<file path="config.mk">
export PLATFORM = sky130hd
export DESIGN_NAME = matrix_operand_loader
export DESIGN_NICKNAME = d
export VERILOG_FILES = /design/src/rtl/matrix_operand_loader.sv
export SDC_FILE = /design/constraint.sdc
export NUM_CORES = 1
export LEC_CHECK = 0
export CAP_MARGIN = 0
export CORE_MARGIN = 3
export CORE_UTILIZATION = 45
export CTS_BUF_LIST = sky130_fd_sc_hd__clkbuf_4 sky130_fd_sc_hd__clkbuf_8
export DETAILED_ROUTE_END_ITERATION = 12
export HOLD_SLACK_MARGIN = 0.03
export PLACE_DENSITY = 0.84
export SYNTH_ARGS = -nofsm -noshare
export SYNTH_HDL_FRONTEND = slang
export SYNTH_SLANG_ARGS = --single-unit
</file>
<file path="constraint.sdc">
create_clock -name CLK -period 2.6 [get_ports CLK]
set_input_delay 0.39 -clock CLK [delete_from_list [all_inputs] [get_ports CLK]]
set_output_delay 0.39 -clock CLK [all_outputs]
set_load 0.02 [all_outputs]
</file>
<file path="src/rtl/matrix_operand_loader.sv">
// Serial loader for the 4x4 complex matrix multiplier: collects A then B over a valid/ready
// stream, presents both as packed buses, pulses Start and tracks completion/error/timeout.
module matrix_operand_loader #(
  parameter int W            = 8,
  parameter int N            = 4,
  parameter int START_CYCLES = 2,
  parameter int TIMEOUT      = 255
) (
  input  logic             CLK,
  input  logic             MasterReset,
  input  logic             Enable,
  input  logic             Clear,
  input  logic             InValid,
  output logic             InReady,
  input  logic [W-1:0]     InReal,
  input  logic [W-1:0]     InImag,
  output logic [N*N*W-1:0] AReal,
  output logic [N*N*W-1:0] AImag,
  output logic [N*N*W-1:0] BReal,
  output logic [N*N*W-1:0] BImag,
  output logic             Start,
  input  logic             Listo,
  input  logic             MultError,
  output logic             Busy,
  output logic             Done,
  output logic             ErrFlag
);

  localparam int NN = N * N;
  localparam int CW = $clog2(2 * NN);
  localparam int TW = $clog2(TIMEOUT + 1);
  localparam int SW = $clog2(START_CYCLES + 1);

  typedef enum logic [1:0] {LOAD, STRT, WAIT, ERR} stateT;

  stateT         state, stateNext;
  logic [CW-1:0] count;
  logic [TW-1:0] toCnt;
  logic [SW-1:0] startCnt;
  logic [W-1:0]  elemRe [2*NN];
  logic [W-1:0]  elemIm [2*NN];
  logic          transfer, lastElem, startDone, timedOut;

  // Elements 0..NN-1 form A and NN..2NN-1 form B, so the stream count indexes storage directly
  assign InReady   = MasterReset && Enable && (state == LOAD);
  assign transfer  = InValid && InReady && !Clear;
  assign lastElem  = (count == CW'(2 * NN - 1));
  assign startDone = (startCnt == SW'(START_CYCLES - 1));
  assign timedOut  = (toCnt == TW'(TIMEOUT - 1));

  assign Start = (state == STRT);
  assign Busy  = (state == STRT) || (state == WAIT);
  assign Done  = Enable && !Clear && (state == WAIT) && Listo;

  always_ff @(posedge CLK or negedge MasterReset) begin
    if (!MasterReset) state <= LOAD;
    else              state <= stateNext;
  end

  always_comb begin
    stateNext = state;
    if (Enable) begin
      if (Clear) begin
        stateNext = LOAD;
      end else begin
        case (state)
          LOAD: if (transfer && lastElem) stateNext = STRT;
          STRT: if (startDone) stateNext = WAIT;
          WAIT: begin
            if (Listo)                      stateNext = LOAD;
            else if (MultError || timedOut) stateNext = ERR;
          end
          default: stateNext = state;
        endcase
      end
    end
  end

  // Counters only advance on enabled cycles; leaving a state rewinds its counter
  always_ff @(posedge CLK or negedge MasterReset) begin
    if (!MasterReset) begin
      count    <= '0;
      toCnt    <= '0;
      startCnt <= '0;
      ErrFlag  <= 1'b0;
    end else if (Enable) begin
      if (Clear) begin
        count    <= '0;
        toCnt    <= '0;
        startCnt <= '0;
        ErrFlag  <= 1'b0;
      end else begin
        if (transfer) count <= lastElem ? '0 : count + CW'(1);
        startCnt <= (state == STRT && !startDone) ? startCnt + SW'(1) : '0;
        toCnt    <= (state == WAIT && stateNext == WAIT) ? toCnt + TW'(1) : '0;
        if (state == WAIT && stateNext == ERR) ErrFlag <= 1'b1;
      end
    end
  end

  always_ff @(posedge CLK or negedge MasterReset) begin
    if (!MasterReset) begin
      for (int i = 0; i < 2 * NN; i++) begin
        elemRe[i] <= '0;
        elemIm[i] <= '0;
      end
    end else if (transfer) begin
      elemRe[count] <= InReal;
      elemIm[count] <= InImag;
    end
  end

  for (genvar i = 0; i < NN; i++) begin : gPack
    assign AReal[i*W +: W] = elemRe[i];
    assign AImag[i*W +: W] = elemIm[i];
    assign BReal[i*W +: W] = elemRe[NN + i];
    assign BImag[i*W +: W] = elemIm[NN + i];
  end

endmodule

</file>
## Word level (Yosys, flattened, before mapping)

Cells that the tools add are included.

| storage, ports and cells | value |
|---|---|
| output and inout bits | 517 |
| input bits | 23 |
| register bits after elaboration | 530 |

| operators by class | value |
|---|---|
| equal/unequal tests | 7 |
| magnitude comparators | 2 |
| muxes and demuxes | 20 |
| bitwise logic cells | 1 |
| add/sub/neg operators | 3 |
| reduce and logical (&&, ||, !) cells | 21 |

Operators with widths:

| cell | count |
|---|---|
| $bwmux 256 | 2 |
| $demux 8 s5 | 1 |
| $mux 8 | 3 |
| $mux 2 | 8 |
| $mux 5 | 3 |
| $logic_and 1x1->1 | 12 |
| $add 8x1->8 const B | 1 |
| $eq 8x8->1 const B | 1 |
| $eq 2x2->1 const B | 3 |
| $ge 6x6->1 const B | 1 |
| $lt 6x1->1 const B | 1 |
| $not 5->6 | 1 |
| $pmux 2 s3 | 1 |
| $add 5x1->5 const B | 1 |
| $eq 5x5->1 const B | 1 |
| $eq 2x1->1 const B | 2 |
| $reduce_and 2->1 | 2 |
| $reduce_bool 2->1 | 2 |
| $add 2x1->2 const B | 1 |
| $logic_not 1->1 | 2 |
| $logic_not 2->1 | 1 |
| $logic_or 1x1->1 | 2 |
| $mux 1 | 2 |

## Longest topological paths before layout

Gate-level depths: netlist of the first run.

| logic depth | value |
|---|---|
| word-level depth | 13 |
| gate-level depth with buffers | 9 |
| gate-level depth less buffers | 8 |

## Worst setup path after synthesis of the first run

No wires, ideal clock.

| timing | value |
|---|---|
| path kind | register to register |
| start point | register state[1] |
| end point | register toCnt[5] |
| slack | 0.547 ns |
| cell stages (with the launch flop) | 8 |
| setup time | 0.091 ns |
| arrival time | 1.962 ns |
| required time | 2.509 ns |
| clock period less this slack | 2.053 ns |
| cells stage by stage | dfrtp_1 > inv_1 > ha_1 > nand2b_1 > a41oi_1 > a2111oi_2 > o21ai_1 > o221ai_1 |

| on the way | value |
|---|---|
| elaborated cells on any way between the ends | 18 |
| those cells by class | eq/ne (3); mux (9); reduce/logical (6) |

RTL lines:

| what | line | text |
|---|---|---|
| from (decl) | 36 | `stateT state, stateNext;` |
| from (signal assigned) | 57 | `else state <= stateNext;` |
| $eq 2x1->1 | - |  |
| named net Start | 21 | `output logic Start,` |
| $pmux 2 s3 | 66 | `case (state)` |
| $mux 2 | 63 | `if (Clear) begin` |
| $mux 2 | 62 | `if (Enable) begin` |
| $eq 2x2->1 | 95 | `toCnt <= (state == WAIT && stateNext == WAIT) ? toCnt + TW'(1) : '0;` |
| $logic_and 1x1->1 | 95 |  |
| $mux 8 | 95 |  |
| $mux 8 | 87 | `if (Clear) begin` |
| to (signal assigned) | 95 |  |
| to (decl) | 38 | `logic [TW-1:0] toCnt;` |

The timed path passes the listed nets, and every way through them passes these cells.
A chain may end at the register's enable or synchronous reset.

## Worst setup path after layout of the first run

| timing | value |
|---|---|
| start point | register state[1] |
| end point | register elemRe, in the netlist BReal[57] |

| on the way | value |
|---|---|
| word-level cells in the longest chain between the ends | 4 |

RTL lines:

| what | line | text |
|---|---|---|
| $logic_not 2->1 | 45 | `assign InReady = MasterReset && Enable && (state == LOAD);` |
| $logic_and 1x1->1 | 45 |  |
| $logic_and 1x1->1 (2 in a row) | 46 | `assign transfer = InValid && InReady && !Clear;` |
| to (signal, indexed assignment) | 108 | `elemRe[count] <= InReal;` |
| to (decl) | 40 | `logic [W-1:0] elemRe [2*NN];` |

No other way between the ends.

==> flow_summary.ini, run 1 <==
[critical_path]
startpoint_type = register
rr_endpoint = BReal[57]$_DFFE_PN0P_
cp.arrival_ps = 3100
crit_path_end_kind = register
worstSetupPathType = register to register
r2r_cells = 7
worstPathMaxFanout = 16
r2r-start = state[1]$_DFF_PN0_
regToRegSetupSlack_ps = 30
required_ps = 3130

[grt]
grt_max_degree = 190
overflow = 0
antenna_found_initial = 4
track_usage_pct = 25.7
grt_pass1_vias = 14581
grt_first_pass_wirelength_um = 94800

[worst_hold_path]
min_path_cells = 2
min_path_type = primary input to register
hp-start = InImag[0]
holdPathEnd = AImag[96]$_DFFE_PN0P_

[synth]
synthDistinctLibCells = 55
ys.flop_type = dfrtp_1
synth-simple-area-share_pct = 2.97
ys_seq_area_share_pct = 63.7
synth_top_family_by_area = multiplexers
synth_edf_count = 0
synth_area_leaders = dfrtp_1 (64%), mux2_2 (27%), buf_6 (1.1%)
syn_nets = 1332
netlist_area_um2 = 20800
synth-compound-area-share_pct = 1.39
synth_xor_area_share_pct = 0
synth_top_area_cell = dfrtp_1
synth.mux.area_fraction_pct = 28.0
syn-instance-count = 1297
ys_seq_elements = 530
synth.avg_cell_area_um2 = 16.1
synthArstFlopShare_pct = 100
synth.top_cell.area_share_pct = 63.7
yosysWarnings = 0
synth-adder-area-share_pct = 0.721

[place]
place.gp.congestion = 0.804
io_buffers = 539
dpl_cell_area_um2 = 26800
placedCellCount = 2377
dp_hpwl_um = 41800
post-place-ws_ps = -44.7

[run]
maxCapViolCount = 0

[cts]
cts_max_level = 3
cts_buffers = 86
cts_tree = done
numClockSinks = 530
clkLatencyLatePin_ps = 660
post_cts_buffers = 0
cts_root_buf = clkbuf_8
clk_pin_slew_ps = 60
cts_max_path_buffers = 3

[timing]
slew_violations = 0
setup_violations = 0
hold_slack_ps = 476
slew_headroom_pct = 24.3
min_period_ps = 2570
rsz0062_at_grt = true
max_freq_mhz = 389
setup_slack_ps = 31.0
hold_viol = 0
fin_crit_sh_pct = 98.8
finalClockSkew_ps = 30.1
tightest_slew_ps = 1140

[floorplanning]
io_pins = 540
core-area_um2 = 45600
die-area_um2 = 48900
start_util_pct = 45.7
die_h_um = 221
die_x_um = 221
rows = 78

[finish]
layout.cells.non_filler = 2528
layout-drive-gt1-share_pct = 39.5
nNetsFinal = 1901
fin_area_um2 = 28600
n_fill_cell = 3298
n_antenna_cell = 0
areaGrowthSynthToFinish_pct = 37.6

[pwr]
power_mw = 17.8
ir_drop_uv = 543
cellPowerDensity_nw_per_um2 = 621
leakagePower_nw = 14.2

[drt]
drt_wl_total_um = 63600
vias_per_cell = 5.33
drt-pass1-iter-count = 5
postRouteAntennaNets = 0
drt_iter0_drc = 707
dr_total_vias = 13479
drcViolationCount = 0
wl_per_cell_um = 25.2

[status]
run_status = complete, no violations
==> registers in the layout, summed over array words and instances, names as in the netlist <==
name,flops
AImag,128
count,5
state,2
toCnt,8
ErrFlag,1
AReal,128
BReal,128
startCnt,2
BImag,128
==> cell usage after synthesis (all sizes together), types with 6 or more instances <==
master and instances:
o21ai 9, mux2 513, ha 12, buf 32
and2 7, dfrtp 530, and3 6, nor2 9
nand2 41, nand2b 6, clkbuf 61, inv 17
==> logic make-up after synthesis <==
kind of cell | Yosys count
flops | 530
mux | 515
buf+inv | 110
simple gates | 92
compound gates | 38
fa+ha+maj | 12
==> where the power goes <==
group	internal, mW	switching, mW
Sequential	8.47	0.122
Clock	4.48	3.27
Combinational	0.578	0.882
==> routing by layer <==
| metal | wire [um] | vias up | global-route usage (%) |
|---|---|---|---|
| li1 | - | 5707 | - |
| met1 | 25700 | 7108 | 31.5 |
| met2 | 31100 | 556 | 43.2 |
| met3 | 5020 | 108 | 8.03 |
| met4 | 1760 | 0 | 9.18 |
| met5 | 0 | - | 0 |
==> area by class of cell <==
| class | instances | area, um2 | area share (%) |
|---|---|---|---|
| flip-flops and latches | 530 | 13300 | 46.3 |
| repair buffers | 574 | 5810 | 20.3 |
| clock buffers | 136 | 1680 | 5.86 |
| well taps | 600 | 751 | 2.62 |
| clock inverters | 14 | 186 | 0.651 |
| multi-input cells | 657 | 6890 | 24.1 |
| inverters | 17 | 63.8 | 0.223 |
==> repair_timing <==
item,4_1_cts,5_1_grt
hold buffers,1,0
endpoints found under the hold margin,251,0
setup endpoints to repair,3,97
gates cloned,0,0
pin swaps,0,0
gates resized for setup,3,3
==> worst max-delay path: stages (launching register included) <==
cell,delay [ps]
dfrtp_1,430
inv_1,180
ha_1,260
nand3_1,160
nor2_4,210
and2_2,430
nand2_2,370
mux2_2,380
==> per-stage QoR <==
step	util (%)	setup TNS, ps
after detailed placement	58.7	-99.8
final	62.9	0
after floorplan	-	0
after global placement	58.7	0
after CTS	62.8	0
after global routing	62.9	-3850
==> worst max path at each step <==
stage / startpoint / endpoint
after CTS: state[1]$_DFF_PN0_ / Busy
after global placement: Enable / toCnt[5]$_DFFE_PN0P_
after global routing: state[1]$_DFF_PN0_ / BReal[60]$_DFFE_PN0P_
after detailed placement: Enable / toCnt[5]$_DFFE_PN0P_
after floorplan: state[1]$_DFF_PN0_ / toCnt[5]$_DFFE_PN0P_
final: state[1]$_DFF_PN0_ / BReal[57]$_DFFE_PN0P_
==> layout by cell type, fill, tap and decap left out, drive strengths merged, types with 9 or more instances in the layout <==
master and count:
mux2 513, inv 18, clkbuf 136, buf 50
nand2 41, dfrtp 530, o21ai 9, clkdlybuf4s50 519
nor2 9, ha 12
No activity file was read; power rests on OpenSTA's default activity.
==> inputs of run 2 (changes only) <==
PLACE_DENSITY = 0.75   (was 0.84)
RECOVER_POWER = 50   (was not set)
==> run 2 against run 1 <==
Register-to-register slack better by 70 ps. Fmax increased by 2.8%. First-iteration DRC count rose by 10%. Worst hold slack worse by 180 ps. Die area unchanged. Final area is essentially flat. Critical endpoint is now AImag[61]$_DFFE_PN0P_. Largest cell class unchanged. Largest power group unchanged. Wire length is 0.16% higher. Highest routed layer unchanged.
==> flow_summary.ini, run 2 (same netlist as run 1, synthesis figures left out) <==
[pwr]
sw_frac_of_total_pct = 24.3
p_comb_share_pct = 8.0
cellPowerDensity_nw_per_um2 = 609
leakagePower_nw = 15.8
netSwitchingPower_mw = 4.24
p_clk_share_pct = 42.7
power.internal_mw = 13.2
seq_power_share_pct = 49.3
ir_drop_uv = 538

[timing]
slew_headroom_pct = 34.4
setup_violations = 0
max_freq_mhz = 400
slew_violations = 0
finalClockSkew_ps = 13.9
hold_viol = 0
rsz0062_at_grt = true
tightest_slew_ps = 984
fin_crit_sh_pct = 96.1
min_period_ps = 2500

[cts]
cts_buffers = 86
clk_pin_slew_ps = 60
numClockSinks = 530
cts_max_path_buffers = 3
cts_root_buf = clkbuf_8
clkLatencyLatePin_ps = 660
cts_max_level = 3
cts_tree = done

[critical_path]
worstSetupPathType = register to register
worstPathMaxFanout = 16
regToRegSetupSlack_ps = 100
crit_path_end_kind = register
cp.arrival_ps = 3050
startpoint_type = register
rr_endpoint = AImag[61]$_DFFE_PN0P_
r2r-start = state[1]$_DFF_PN0_
required_ps = 3150
r2r_cells = 7

[place]
dp_hpwl_um = 42500
placedCellCount = 2378
io_buffers = 539
dpl_cell_area_um2 = 26800
place.gp.congestion = 0.802

[floorplanning]
die_x_um = 221
start_util_pct = 45.7
io_pins = 540
rows = 78
die-area_um2 = 48900
core-area_um2 = 45600
die_h_um = 221

[drt]
drt_iter0_drc = 778
drt-pass1-iter-count = 4
wl_per_cell_um = 25.2
vias_per_cell = 5.27
dr_total_vias = 13356
postRouteAntennaNets = 0
drcViolationCount = 0
drt_wl_total_um = 63700

[finish]
areaGrowthSynthToFinish_pct = 37.5
n_fill_cell = 3407
mostFrequentLayoutCells = dfrtp_1 (530), mux2_2 (506), dlygate4sd3_1 (466)
layout.cells.non_filler = 2532
layout-drive-gt1-share_pct = 39.7
layout_commonest_cell = dfrtp_1
fin_area_um2 = 28600
nNetsFinal = 1902

[grt]
grt_max_degree = 169
track_usage_pct = 25.8
grt_pass1_vias = 14132
gr-max-usage-layer = met2
antenna_found_initial = 7
use_met2_pct = 42.5
overflow = 0
use_met3_pct = 7.99
gr-usage-met1_pct = 32.9
grt_first_pass_wirelength_um = 95000

[status]
run_status = complete, no violations

[worst_hold_path]
min_path_type = primary input to register
hp-start = InReal[3]
holdPathEnd = AReal[75]$_DFFE_PN0P_
min_path_cells = 3

[run]
maxCapViolCount = 0
run 2: power groups by stage:
stage / clock network, mW / registers [mW] / logic [mW]
2_1_floorplan: 0 / 8.97 / 0.366
3_3_place_gp: 0 / 8.72 / 1.47
3_5_place_dp: 0 / 8.74 / 1.50
4_1_cts: 7.63 / 8.59 / 1.50
5_1_grt: 7.99 / 8.60 / 1.49
6_report: 7.44 / 8.58 / 1.40
run 2: area by class of cell:
class                           count  area (um2)  area share (%)
Antenna cell                        3        7.51          0.0262
Clock buffer                      141        1740            6.08
Clock inverter                      9        56.3           0.197
Inverter                           17        63.8           0.223
Multi-Input combinational cell    657        6890            24.1
Sequential cell                   530       13300            46.3
Tap cell                          600         751            2.62
Timing Repair Buffer              575        5870            20.5
run 2: stage by stage:
step           TNS, ps  hold slack (ps)  util (%)  total power [mW]  setup slack [ps]
4_1_cts              0              234      62.8              17.7              40.0
5_1_grt          -2020              259      62.8              18.1             -61.0
3_5_place_dp         0              466      58.8              10.2              16.8
2_1_floorplan        0             94.4         -              9.34               547
3_3_place_gp         0              478      58.8              10.2              65.0
6_report             0              293      62.8              17.4               100
run 2: per-layer routing:
metal  up-vias  wire, um
met5         -         0
met1      7029     26200
met3       106      4940
met4         0      1910
li1       5733         -
met2       488     30700
run 2: worst max path at each step:
stage	from	slack, ps	end
final	state[1]$_DFF_PN0_	100	AImag[61]$_DFFE_PN0P_
after global routing	state[0]$_DFF_PN0_	-60	AReal[58]$_DFFE_PN0P_
after CTS	state[1]$_DFF_PN0_	40	Busy
after global placement	InValid	70	BImag[32]$_DFFE_PN0P_
after floorplan	state[1]$_DFF_PN0_	550	toCnt[5]$_DFFE_PN0P_
after detailed placement	InValid	20	AImag[61]$_DFFE_PN0P_
run 2: worst max-delay path, stage by stage (launching register included):
cell and delay, ps:
dfrtp_1 430, inv_1 160, ha_2 240, nand3_1 170
nor2_4 230, and2_2 390, nand2_2 360, mux2_2 390
run 2: what timing repair did:
item / 4_1_cts / 5_1_grt
hold buffers: 1 / 0
setup endpoints to repair: 3 / 113
hold endpoints to repair: 148 / 0
setup buffers: 0 / 0
gates resized for setup: 3 / 4
cloned: 0 / 0
pin swaps: 0 / 0
